[config.mk]
export PLATFORM = sky130hd
export DESIGN_NAME = uart_rx_buffer_flat
export DESIGN_NICKNAME = d
export VERILOG_FILES = /design/src/rtl/uart_pkg.sv /design/src/rtl/uart_rx_buffer_if.sv /design/src/rtl/uart_byte_fifo.sv /design/src/rtl/uart_rx_buffer.sv /design/src/flat_wrapper.sv
export SDC_FILE = /design/constraint.sdc
export NUM_CORES = 1
export LEC_CHECK = 0
export ABC_AREA = 1
export ABC_CLOCK_PERIOD_IN_PS = 2800
export BUFFER_PORTS_ARGS = -buffer_cell sky130_fd_sc_hd__buf_2
export CORE_UTILIZATION = 45
export DETAILED_ROUTE_END_ITERATION = 10
export GPL_ROUTABILITY_DRIVEN = 0
export HOLD_SLACK_MARGIN = 0.12
export MAX_ROUTING_LAYER = met4
export PLACE_DENSITY_LB_ADDON = 0.08
export RECOVER_POWER = 25
export SYNTH_ARGS = -nofsm -noshare
export SYNTH_HDL_FRONTEND = slang
export SYNTH_SLANG_ARGS = --single-unit
[constraint.sdc]
create_clock -name clk -period 2.8 [get_ports clk]
set_input_delay 0 -clock clk [delete_from_list [all_inputs] [get_ports clk]]
set_output_delay 0 -clock clk [all_outputs]
set_load 0.01 [all_outputs]
[src/rtl/uart_pkg.sv]
`default_nettype none
// ============================================================================
// Module  : uart_pkg
// Brief   : Shared types and constants for the UART receive buffer.
// Revision: 1.0 - initial release
// ============================================================================
package uart_pkg;

    localparam int DATA_BITS   = 8;

    localparam int ERR_OVERRUN = 0;
    localparam int ERR_FRAME   = 1;
    localparam int ERR_PARITY  = 2;
    localparam int ERR_FLAGS   = 3;

    typedef enum logic [2:0] {
        ST_IDLE   = 3'd0,
        ST_START  = 3'd1,
        ST_DATA   = 3'd2,
        ST_PARITY = 3'd3,
        ST_STOP   = 3'd4
    } rx_state_t;

    function automatic logic even_parity(input logic [DATA_BITS-1:0] data);
        return ^data;
    endfunction

endpackage
`default_nettype wire

[src/rtl/uart_rx_buffer_if.sv]
`default_nettype none
// ============================================================================
// Module  : uart_rx_buffer_if
// Brief   : Four-phase CPU read handshake for the UART receive buffer.
// Revision: 1.0 - initial release
// ============================================================================
interface uart_rx_buffer_if;
    import uart_pkg::*;

    logic                 uartReadReq;
    logic                 uartReadAck;
    logic [DATA_BITS-1:0] uartReadData;

    modport master (output uartReadReq, input  uartReadAck, input  uartReadData);
    modport slave  (input  uartReadReq, output uartReadAck, output uartReadData);

endinterface
`default_nettype wire

[src/rtl/uart_byte_fifo.sv]
`default_nettype none
// ============================================================================
// Module  : uart_byte_fifo
// Brief   : Power-of-two byte FIFO; a push into a full FIFO is dropped unless
//           a pop happens in the same cycle.
// Revision: 1.0 - initial release
// ============================================================================
module uart_byte_fifo
    import uart_pkg::*;
#(
    parameter int DEPTH = 16
) (
    input  wire logic                       clk,
    input  wire logic                       reset,
    input  wire logic                       push,
    input  wire logic [DATA_BITS-1:0]       push_data,
    input  wire logic                       pop,
    output logic      [DATA_BITS-1:0]       head_data,
    output logic                            full,
    output logic                            empty,
    output logic      [$clog2(DEPTH):0]     count
);
    localparam int PTR_W = $clog2(DEPTH);
    localparam int CNT_W = PTR_W + 1;

    logic [DATA_BITS-1:0] mem [DEPTH];
    logic [PTR_W-1:0]     wr_ptr;
    logic [PTR_W-1:0]     rd_ptr;
    logic                 do_push;
    logic                 do_pop;

    assign full    = (count == CNT_W'(DEPTH));
    assign empty   = (count == '0);
    assign do_pop  = pop && !empty;
    assign do_push = push && (!full || do_pop);

    always_ff @(posedge clk) begin
        if (do_push) begin
            mem[wr_ptr] <= push_data;
        end
    end

    // Pointers are exactly log2(DEPTH) wide, so wrap-around is free.
    always_ff @(posedge clk or negedge reset) begin
        if (!reset) begin
            wr_ptr <= '0;
            rd_ptr <= '0;
            count  <= '0;
        end else begin
            if (do_push) wr_ptr <= wr_ptr + PTR_W'(1);
            if (do_pop)  rd_ptr <= rd_ptr + PTR_W'(1);
            case ({do_push, do_pop})
                2'b10:   count <= count + CNT_W'(1);
                2'b01:   count <= count - CNT_W'(1);
                default: ;
            endcase
        end
    end

    assign head_data = mem[rd_ptr];

endmodule
`default_nettype wire

[src/rtl/uart_rx_buffer.sv]
`default_nettype none
// ============================================================================
// Module  : uart_rx_buffer
// Brief   : 8N1 UART receiver with byte FIFO, four-phase CPU read port and
//           sticky error flags. Define UART_RX_PARITY_EN for 8E1 framing.
// Revision: 1.0 - initial release
// ============================================================================
module uart_rx_buffer
    import uart_pkg::*;
#(
    parameter int CLKS_PER_BIT = 16,
    parameter int DEPTH        = 16
) (
    input  wire logic                   clk,
    input  wire logic                   reset,
    input  wire logic                   rxSerial,
    uart_rx_buffer_if.slave             rd,
    input  wire logic                   clearErr,
    output logic [$clog2(DEPTH):0]      rxCount,
    output logic                        overrunErr,
    output logic                        frameErr,
    output logic                        parityErr
);
    localparam int CNT_W = 16;
    localparam int IDX_W = $clog2(DATA_BITS);
    localparam logic [CNT_W-1:0] HALF_BIT = CNT_W'(CLKS_PER_BIT / 2);
    localparam logic [CNT_W-1:0] FULL_BIT = CNT_W'(CLKS_PER_BIT - 1);

    logic                 sync_meta;
    logic                 sync_line;
    logic                 line_prev;
    rx_state_t            state;
    logic [CNT_W-1:0]     bit_timer;
    logic [IDX_W-1:0]     bit_idx;
    logic [DATA_BITS-1:0] shift_reg;
    logic                 push_pending;
    logic                 frame_evt;
    logic                 parity_evt;
    logic                 sample;
    logic                 fifo_pop;
    logic                 fifo_full;
    logic                 fifo_empty;
    logic [DATA_BITS-1:0] fifo_head;
    logic [ERR_FLAGS-1:0] err_set;
    logic [ERR_FLAGS-1:0] err_flags;
`ifdef UART_RX_PARITY_EN
    logic                 parity_bad;
`else
    assign parity_evt = 1'b0;
`endif

    always_ff @(posedge clk or negedge reset) begin
        if (!reset) begin
            sync_meta <= 1'b1;
            sync_line <= 1'b1;
            line_prev <= 1'b1;
        end else begin
            sync_meta <= rxSerial;
            sync_line <= sync_meta;
            line_prev <= sync_line;
        end
    end

    assign sample = (bit_timer == '0);

    always_ff @(posedge clk or negedge reset) begin
        if (!reset) begin
            state        <= ST_IDLE;
            bit_timer    <= '0;
            bit_idx      <= '0;
            shift_reg    <= '0;
            push_pending <= 1'b0;
            frame_evt    <= 1'b0;
`ifdef UART_RX_PARITY_EN
            parity_bad   <= 1'b0;
            parity_evt   <= 1'b0;
`endif
        end else begin
            push_pending <= 1'b0;
            frame_evt    <= 1'b0;
`ifdef UART_RX_PARITY_EN
            parity_evt   <= 1'b0;
`endif
            if (!sample) bit_timer <= bit_timer - CNT_W'(1);
            case (state)
                ST_IDLE: begin
                    if (line_prev && !sync_line) begin
                        state     <= ST_START;
                        bit_timer <= HALF_BIT;
                    end
                end
                ST_START: begin
                    if (sample) begin
                        // A line already back high mid start bit is a glitch.
                        state     <= sync_line ? ST_IDLE : ST_DATA;
                        bit_timer <= FULL_BIT;
                        bit_idx   <= '0;
                    end
                end
                ST_DATA: begin
                    if (sample) begin
                        shift_reg <= {sync_line, shift_reg[DATA_BITS-1:1]};
                        bit_timer <= FULL_BIT;
                        bit_idx   <= bit_idx + IDX_W'(1);
                        if (bit_idx == IDX_W'(DATA_BITS - 1)) begin
`ifdef UART_RX_PARITY_EN
                            state <= ST_PARITY;
`else
                            state <= ST_STOP;
`endif
                        end
                    end
                end
`ifdef UART_RX_PARITY_EN
                ST_PARITY: begin
                    if (sample) begin
                        parity_bad <= (sync_line != even_parity(shift_reg));
                        parity_evt <= (sync_line != even_parity(shift_reg));
                        bit_timer  <= FULL_BIT;
                        state      <= ST_STOP;
                    end
                end
`endif
                ST_STOP: begin
                    if (sample) begin
`ifdef UART_RX_PARITY_EN
                        push_pending <= sync_line && !parity_bad;
`else
                        push_pending <= sync_line;
`endif
                        frame_evt    <= !sync_line;
                        state        <= ST_IDLE;
                    end
                end
                default: state <= ST_IDLE;
            endcase
        end
    end

    uart_byte_fifo #(.DEPTH(DEPTH)) u_fifo (
        .clk       (clk),
        .reset     (reset),
        .push      (push_pending),
        .push_data (shift_reg),
        .pop       (fifo_pop),
        .head_data (fifo_head),
        .full      (fifo_full),
        .empty     (fifo_empty),
        .count     (rxCount)
    );

    assign fifo_pop = rd.uartReadReq && !rd.uartReadAck && !fifo_empty;

    always_ff @(posedge clk or negedge reset) begin
        if (!reset) begin
            rd.uartReadAck  <= 1'b0;
            rd.uartReadData <= '0;
        end else if (fifo_pop) begin
            rd.uartReadAck  <= 1'b1;
            rd.uartReadData <= fifo_head;
        end else if (!rd.uartReadReq) begin
            rd.uartReadAck  <= 1'b0;
        end
    end

    assign err_set[ERR_OVERRUN] = push_pending && fifo_full && !fifo_pop;
    assign err_set[ERR_FRAME]   = frame_evt;
    assign err_set[ERR_PARITY]  = parity_evt;

    // New events are OR-ed in after the clear so they survive a coincident clear.
    always_ff @(posedge clk or negedge reset) begin
        if (!reset) begin
            err_flags <= '0;
        end else begin
            err_flags <= (clearErr ? '0 : err_flags) | err_set;
        end
    end

    assign overrunErr = err_flags[ERR_OVERRUN];
    assign frameErr   = err_flags[ERR_FRAME];
    assign parityErr  = err_flags[ERR_PARITY];

endmodule
`default_nettype wire
[src/flat_wrapper.sv]
// flat-port wrapper written by rule: the top's interface ports become plain ports
module uart_rx_buffer_flat import uart_pkg::*;
#(
    parameter int CLKS_PER_BIT = 16,
    parameter int DEPTH        = 16
)
  (clk, reset, rxSerial, clearErr, rxCount, overrunErr, frameErr, parityErr, rd_uartReadReq, rd_uartReadAck, rd_uartReadData);
  uart_rx_buffer_if rd_i ();
  input  wire logic clk;
  input  wire logic reset;
  input  wire logic rxSerial;
  input  wire logic clearErr;
  output logic [$clog2(DEPTH):0] rxCount;
  output logic overrunErr;
  output logic frameErr;
  output logic parityErr;
  input wire logic [$bits(rd_i.uartReadReq)-1:0] rd_uartReadReq;
  output wire logic [$bits(rd_i.uartReadAck)-1:0] rd_uartReadAck;
  output wire logic [$bits(rd_i.uartReadData)-1:0] rd_uartReadData;
  assign rd_i.uartReadReq = rd_uartReadReq;
  assign rd_uartReadAck = rd_i.uartReadAck;
  assign rd_uartReadData = rd_i.uartReadData;
  uart_rx_buffer #(.CLKS_PER_BIT(CLKS_PER_BIT), .DEPTH(DEPTH)) u_core (.clk(clk), .reset(reset), .rxSerial(rxSerial), .rd(rd_i), .clearErr(clearErr), .rxCount(rxCount), .overrunErr(overrunErr), .frameErr(frameErr), .parityErr(parityErr));
endmodule
**Yosys cells after proc, flatten, opt, wreduce, memory -nomap -nowiden**

Memories as Yosys holds them, arrays and structs flattened. A register that Yosys moved wholly into a read port is not among the register bits.
Index checks and enable logic that the tools add are counted.

- Bitwise gates (word level): 1
- Equal/unequal tests: 13
- $add $sub $neg: 6
- Reductions and logical operators: 23
- Muxes and demuxes: 23

Operator list:

| cell | count |
|---|---|
| $mux 16 | 3 |
| $pmux 16 s2 | 1 |
| $mux 3 | 7 |
| $logic_not 16->1 | 1 |
| $sub 16x1->16 const B | 1 |
| $ne 2x1->1 const B | 6 |
| $pmux 3 s4 | 1 |
| $pmux 5 s2 | 1 |
| $add 4x1->4 const B | 2 |
| $mux 1 | 8 |
| $logic_and 1x1->1 | 7 |
| $eq 3x3->1 const B | 2 |
| $logic_not 1->1 | 6 |
| $pmux 3 s2 | 1 |
| $add 5x1->5 const B | 1 |
| $eq 5x5->1 const B | 1 |
| $logic_not 5->1 | 1 |
| $reduce_and 5->1 | 1 |
| $sub 5x1->5 const B | 1 |
| $reduce_bool 2->1 | 2 |
| $add 3x1->3 const B | 1 |
| $eq 3x1->1 const B | 1 |
| $eq 3x2->1 const B | 1 |
| $logic_not 3->1 | 1 |
| 8 further kinds | 8 |

- Memories kept: 1
- Flip-flop bits (word level): 52
- Word-level logic and storage cells: 81
- Bits of input ports: 5
- Output and inout bits: 17
- Bits in writable memories: 128

Memories:

| memory | words | bits a word | rd ports | clocked after Yosys merged registers in | write ports | RTL line | source |
|---|---|---|---|---|---|---|---|
| u_core.u_fifo.mem | 16 | 8 | 1 | 1 | 1 | uart_byte_fifo.sv:26 | `logic [DATA_BITS-1:0] mem [DEPTH];` |

**Depth between registers and ports, before layout**

Gate-level depths: netlist (run 1).

- Depth after elaboration: 8
- Depth in mapped cells: 15

**Cells and area by module**

Synthesis (run 1) repeated with hierarchy kept, for this count alone.

- Cell total of the unflattened synthesis: 754
- Area total of the unflattened synthesis: 8205.4 µm²

Modules (own cells, without submodules):

| module | times used | sequential area each (µm²) | cells an instance | area each (µm²) |
|---|---|---|---|---|
| uart_byte_fifo | 1 | 4169.0 | 481 | 5955.7 |
| uart_rx_buffer | 1 | 1154.9 | 273 | 2249.7 |

**Worst setup path before layout (run 1)**

No wires, ideal clock.

- Kind: reg2reg
- From: register u_core.u_fifo.count[1]
- To: register u_core.u_fifo.count[4]
- Clock period less this slack: 2.427 ns
- Setup time: 0.117 ns
- Slack: 0.373 ns
- Path buffers: 1
- Cell stages (with the launch flop): 15
- Arrival: 2.310 ns
- Data required time: 2.683 ns
- Cell sequence: dfrtp_1 nor4_4 nand3b_2 nand2_2 buf_4 ha_1 inv_1 fa_1 inv_1 a21oi_1 nor2_1 nor2_1 xor2_1 nand2_1 nand2_1

- Longest elaborated chain between the ends: 8

Ends and longest elaborated chain:

| what | RTL line | source |
|---|---|---|
| from (decl) | uart_byte_fifo.sv:21 | `output logic [$clog2(DEPTH):0] count` |
| from (signal assigned) | uart_byte_fifo.sv:53 | `2'b10: count <= count + CNT_W'(1);` |
| from (signal assigned) | uart_byte_fifo.sv:54 | `2'b01: count <= count - CNT_W'(1);` |
| $logic_not 5->1 | uart_byte_fifo.sv:33 | `assign empty = (count == '0);` |
| $logic_not 1->1 | uart_byte_fifo.sv:34, uart_rx_buffer.sv:152 |  |
| $logic_and 1x1->1 | uart_rx_buffer.sv:152 | `assign fifo_pop = rd.uartReadReq && !rd.uartReadAck && !fifo_empty;` |
| $logic_and 1x1->1 | uart_byte_fifo.sv:34 | `assign do_pop = pop && !empty;` |
| $logic_or 1x1->1 | uart_byte_fifo.sv:35 | `assign do_push = push && (!full \|\| do_pop);` |
| $logic_and 1x1->1 | uart_byte_fifo.sv:35 |  |
| $eq 2x1->1 or $eq 2x2->1 (tied branches) | uart_byte_fifo.sv:52 | `case ({do_push, do_pop})` |
| $pmux 5 s2 or $reduce_bool 2->1 (tied branches) | -- |  |

Parallel ways exist; a longest one is shown, timed or not.
A chain may end at the register's enable or synchronous reset.

**Worst setup path after layout (run 1)**

Same ends and word-level chain as after synthesis.

==> metrics.cfg, run 1 <==
[cells_and_area]
largest_register = u_core.u_fifo.mem
final_cell_mix = nand2_1 (300), edfxtp_1 (128), nand3_1 (90)
final_common_cell = nand2_1
synthToLayoutAreaGrowth_pct = 10.56
final_cells = 1126
final_net_count = 904
largestRegisters = u_core.u_fifo.mem x128, u_core.bit_timer x16
fillCellCount = 1664
largest_reg_flops = 128
drive_gt1_share_pct = 8.250
num_antenna_cells = 0

[clock_tree]
cts_resized = 0
cts_max_level = 4
cts.sink_count = 187
clk_latency_ps = 440
cts_root_buffer = clkbuf_16
cts_tree = built
clk_pin_slew_worst_paths_ps = 60
clock_path_buffers = 2
cts-buffers-inserted = 17

[synthesis]
synth_top_family_by_area = simple AND/OR/NAND/NOR gates
synth_seq_cells = 187
synth_nets = 886
synth-xor-area-share_pct = 1.136
synth.area.top_cells = edfxtp_1 (45%), dfrtp_1 (17%), nand2_1 (13%)
synth-simple-area-share_pct = 25.27
synthArstFlopShare_pct = 31.55
synthDistinctLibCells = 43
yosysSeqAreaShare_pct = 62.76
netlist.area_leader.share_pct = 45.31
synth_edf_count = 128
synth_mux_area_share_pct = 0
netlist_area_um2 = 8483
yosys.area.top_type = edfxtp_1
synth_fa_ha_area_share_pct = 2.301
ys.flop_type = edfxtp_1
synth_compound_area_share_pct = 3.304
avgSynthCellArea_um2 = 9.796
ys_warn_count = 0
syn_inst = 866

[setup_path]
critPathTopFamily = simple AND/OR/NAND/NOR gates
cp_slowest_cell = dfrtp_1
cpPeakStageDelay_ps = 450
path_cells = nor4_4 > nand3b_2 > nand2_2 > ha_1 > inv_1 > fa_1 > inv_1 > a21oi_1 > nor2_1 > nor2_1 > xor2_1 > nand2_1 > nand2_1
r2r_cells = 13
cp.depth = 13
crit_path_end_kind = flip-flop
cp-start-kind = flip-flop
path_buf_inv = 2
cp.arrival_ps = 2850
path_max_fanout = 6
cp.required_ps = 3130
criticalPathCategory = flip-flop to flip-flop

[timing]
period_share_pct = 89.86
hold_viol = 0
slew_headroom_pct = -36.98
slew_violations = 38
period_needed_ps = 2516
worstMarginPinSlew_ps = 2055
clock_skew_ps = 22.40
timing.fmax_mhz = 397.4
setup_viol = 0
rsz0062_at_grt = false
tns_ps = 0

[job]
drv_cap = 1

[worst_hold_path]
hold_class = input port to flip-flop
whs_path_depth = 2

[placed_design]
dp_hpwl_mm = 12.56
place_inst = 1090
portBuffers = 20

[run_status]
status = finished with violations
failed_checks = max-capacitance violations, max-slew violations

[routing]
vias = 5807
drtIter0Drc = 484
drt_pre_antenna_iters = 5
ant_nets = 0
post_drt_wl_per_cell_um = 16.93
vias_per_cell = 5.157
drc = 0
wl_mm = 19.06

[power_and_ir_drop]
p_int_mw = 5.638
power.share.switching_pct = 36.90
seq_power_share_pct = 38.7
switching_power_mw = 3.297
peakVddDrop_mv = 0.7071
p_comb_share_pct = 33.2
p_leak_nw = 4.008
pwr_density_cell_nw_per_um2 = 952.6
power_frac_clock_pct = 28.1

[grt]
grt-ovfl-total = 0
grt.total_usage_pct = 21.64
grt_max_degree = 67
antenna_found_initial = 0
grt_pass1_vias = 5625
grt_pass1_wl_mm = 30.79

[floorplanning]
initial_utilization_pct = 46.59
die_y_um = 139.3
ios = 22
fp-row-count = 49
fp.dieArea_um2 = 19400
chipWidth_um = 139.3
core_um2 = 18210

cells in the mapped netlist (2+ instances only):
master / n
nand2_1: 300
o21ai_2: 2
a21oi_1: 8
o21bai_1: 2
o21ai_0: 23
nand3b_2: 2
inv_1: 56
edfxtp_1: 128
nor3_1: 4
inv_2: 3
o21ai_1: 5
xnor2_1: 6
clkbuf_1: 6
nor2_2: 7
xor2_1: 5
dfrtp_1: 56
buf_6: 3
nand4_1: 3
ha_1: 14
nand3_1: 90
a31oi_1: 2
clkinv_1: 2
nand3b_1: 2
nand2_4: 3
nand2_2: 6
buf_4: 8
dfstp_2: 3
nor2_1: 87
buf_2: 16
path summary, 6_finish.rpt:
check                                  startpoint                 endpoint  slack [ps]
setup / recovery           u_core.u_fifo.count[1]   u_core.u_fifo.count[4]         280
hold / removal                           rxSerial         u_core.sync_meta         210
setup reg to reg           u_core.u_fifo.count[1]   u_core.u_fifo.count[4]         280
hold reg to reg                  u_core.sync_meta         u_core.sync_line         360
max in group asynchronous                   reset  u_core.u_fifo.rd_ptr[0]         800
min in group asynchronous                   reset  u_core.u_fifo.rd_ptr[0]         680
worst register-to-register path, stage by stage (launching register included):
cell and delay (ps):
dfrtp_1 450, nor4_4 360, nand3b_2 200, nand2_2 110
ha_1 280, inv_1 80, fa_1 370, inv_1 110
a21oi_1 70, nor2_1 80, nor2_1 60, xor2_1 140
nand2_1 60, nand2_1 50
what timing repair did:
item	in CTS	in global routing
setup buffers	0	0
hold buffers	4	0
endpoints found under the setup margin	0	0
hold endpoints to repair	37	0
kinds of logic (layout without fill, tap and decap cells):
kind of cell             after synthesis  in the layout
AO/OA/AOI/OAI                         48             48
XOR/XNOR                              11             11
AND/OR/NAND/NOR                      507            507
other                                  1              1
adder cells (fa/ha/maj)               15             15
flip-flops                           187            187
buffers and inverters                 97            128
cell type report:
| cell class | count | area (um2) | area share [%] |
|---|---|---|---|
| inverter | 63 | 240.2 | 2.561 |
| clock buffer | 23 | 520.5 | 5.550 |
| multi-input combinational | 582 | 2719 | 28.99 |
| timing repair buffer | 33 | 181.4 | 1.934 |
| clock inverter | 9 | 106.4 | 1.134 |
| tap | 229 | 286.5 | 3.055 |
| sequential | 187 | 5325 | 56.78 |
through the flow:
step | total power, mW | setup WS, ps | utilization (%) | area, um2 | hold WS (ps)
after CTS | 9.021 | 282.8 | 51.65 | 9405 | 194.6
after global routing | 9.498 | 142.7 | 51.51 | 9379 | 209.6
final | 8.935 | 284.0 | 51.51 | 9379 | 206.8
after global placement | 6.438 | 396.0 | 47.99 | 8738 | 106.9
after detailed placement | 6.501 | 314.1 | 47.99 | 8738 | 106.6
after floorplan | 5.705 | 373.2 | - | 8483 | -295.6
power by group through the flow:
stage	sequential (mW)	combinational, mW	clock, mW
6_report	3.46	2.97	2.51
3_5_place_dp	3.52	2.98	0
3_3_place_gp	3.49	2.94	0
5_1_grt	3.49	3.34	2.66
4_1_cts	3.46	3.00	2.56
2_1_floorplan	3.48	2.23	0
routing by layer:
| metal | vias up | GRT usage (%) | part of all wire (%) |
|---|---|---|---|
| met4 | 0 | 5.965 | 1.2 |
| met1 | 2779 | 29.42 | 47 |
| met5 | - | - | 0 |
| met2 | 141 | 32.85 | 47 |
| li1 | 2870 | - | - |
| met3 | 17 | 4.611 | 4.7 |
Note: power is estimated with default switching activity, not from simulation.
==> run 2: changes to the inputs <==
- ABC_CLOCK_PERIOD_IN_PS: 2800 -> 2550
- CORE_MARGIN: default -> 5
- clock period: 2.8 -> 2.55 ns (I/O delays scaled with it)
==> run 2 against run 1 <==
The flow still finishes with violations (max-capacitance violations, max-slew violations). Largest cell class unchanged. Critical endpoint unchanged. Total power grew 8.4%. Critical path depth decreased by 1. Highest routed layer unchanged. Largest power group unchanged. Die area rose by 12%. Maximum frequency rose by 7.3%.
==> metrics.cfg, run 2 (synthesized netlist as in run 1, its figures left out) <==
[run_status]
status = finished with violations
failed_checks = max-capacitance violations, max-slew violations

[cells_and_area]
final_net_count = 910
final_common_cell = nand2_1
largest_reg_flops = 128
synthToLayoutAreaGrowth_pct = 11.28
largestRegisters = u_core.u_fifo.mem x128, u_core.bit_timer x16
num_antenna_cells = 0
stdcell_area_um2 = 9440
drive_gt1_share_pct = 9.524
final_cell_mix = nand2_1 (300), edfxtp_1 (128), nand3_1 (90)
largest_register = u_core.u_fifo.mem

[floorplanning]
fp.dieArea_um2 = 21700
die_y_um = 147.3
initial_utilization_pct = 45.50
ios = 22
core_um2 = 18640
chipWidth_um = 147.3
fp-row-count = 50

[placed_design]
placedInstanceArea_um2 = 8782
dp_slack_ps = 24.61
dp_hpwl_mm = 12.65
portBuffers = 20

[timing]
slew_violations = 30
timing.fmax_mhz = 426.6
worstMarginPinSlew_ps = 1781
slew_headroom_pct = -18.71
period_needed_ps = 2344
rsz0062_at_grt = false
clock_skew_ps = 10.46
period_share_pct = 91.93
hold_viol = 0
setup_ws_ps = 205.7
tns_ps = 0
setup_viol = 0

[setup_path]
crit_path_end_kind = flip-flop
criticalPathCategory = flip-flop to flip-flop
cp_slowest_cell = dfrtp_2
cpPeakStageDelay_ps = 440
cp-start-kind = flip-flop
path_max_fanout = 13
cp.arrival_ps = 2720
path_cells = nor4_4 > nand2_1 > nand2_2 > inv_4 > ha_4 > ha_1 > a21oi_1 > nor2_1 > nor2_1 > xor2_1 > nand2_1 > nand2_1
crit_top_cell = nand2_1
cp.required_ps = 2920

[routing]
drt_pre_antenna_iters = 5
drc = 0
vias = 5731
wl_mm = 18.80
vias_per_cell = 5.040
ant_nets = 0
drtIter0Drc = 332
post_drt_wl_per_cell_um = 16.53

[power_and_ir_drop]
peakVddDrop_mv = 0.5260
power_mw = 9.687
p_leak_nw = 4.062
pwr_density_cell_nw_per_um2 = 1026

[clock_tree]
cts_root_buffer = clkbuf_16
cts_max_level = 4
cts_tree = built
cts.sink_count = 187
clk_latency_ps = 430
clk_pin_slew_worst_paths_ps = 70
clock_path_buffers = 2
cts-buffers-inserted = 17

[worst_hold_path]
hold_class = input port to flip-flop

[grt]
grt_pass1_vias = 5729
grt-ovfl-total = 0
grt_pass1_wl_mm = 30.58
antenna_found_initial = 0
grt.total_usage_pct = 18.64
grt_max_degree = 33

[job]
drv_cap = 1

-- run 2: worst paths after layout --
| kind | from | end | slack (ps) | depth (start not counted) |
|---|---|---|---|---|
| worst max-delay path | u_core.u_fifo.count[2] | u_core.u_fifo.count[4] | 210 | 12 |
| worst min-delay path | rxSerial | u_core.sync_meta | 210 | 2 |
| worst max register to register | u_core.u_fifo.count[2] | u_core.u_fifo.count[4] | 210 | 12 |
| worst min register to register | u_core.sync_meta | u_core.sync_line | 370 | 0 |
| max in group asynchronous | reset | u_core.line_prev | 710 | 3 |
| min in group asynchronous | reset | u_core.rd.uartReadData[7] | 580 | 2 |
-- run 2: where the power goes --
group          switching [mW]  internal, mW  total (mW)
Sequential              0.330          3.51        3.84
Clock                    1.16          1.52        2.67
Combinational            2.09          1.09        3.18
-- run 2: final cells by class --
cell class / count / area [um2]
clock buffer: 22 / 539.3
clock inverter: 10 / 73.82
fill: 1733 / 9203
inverter: 63 / 242.7
multi-input combinational: 582 / 2740
sequential: 187 / 5326
tap: 234 / 292.8
timing repair buffer: 39 / 225.2
-- run 2: timing repair --
action / 4_1_cts / 5_1_grt
buffers inserted: 0 / 1
setup endpoints to repair: 0 / 2
hold buffers: 4 / 0
endpoints found under the hold margin: 31 / 0
gates resized for setup: 0 / 6
-- run 2: critical path, delay by kind of cell (launching register included) --
kind,cells,cell delay (ps)
adder cells (fa/ha/maj),2,510
XOR/XNOR,1,150
flip-flops,1,440
buffers and inverters,1,90
AO/OA/AOI/OAI,1,170
AND/OR/NAND/NOR,7,920
-- run 2: metrics by stage --
| stage | hold WS [ps] | util [%] | cells |
|---|---|---|---|
| after floorplan | -295.6 | - | 866 |
| after global placement | 98.47 | 47.11 | 1100 |
| after detailed placement | 106.4 | 47.11 | 1100 |
| after CTS | 179.0 | 50.61 | 1136 |
| after global routing | 213.5 | 50.64 | 1137 |
| final | 209.3 | 50.64 | 1137 |
-- run 2: layer usage --
| metal | global-route usage (%) | routed length [um] | up-vias |
|---|---|---|---|
| li1 | - | - | 2884 |
| met3 | 3.825 | 689 | 13 |
| met4 | 5.359 | 218 | 0 |
| met1 | 24.59 | 8893 | 2723 |
| met2 | 29.49 | 8995 | 111 |
| met5 | - | 0 | - |
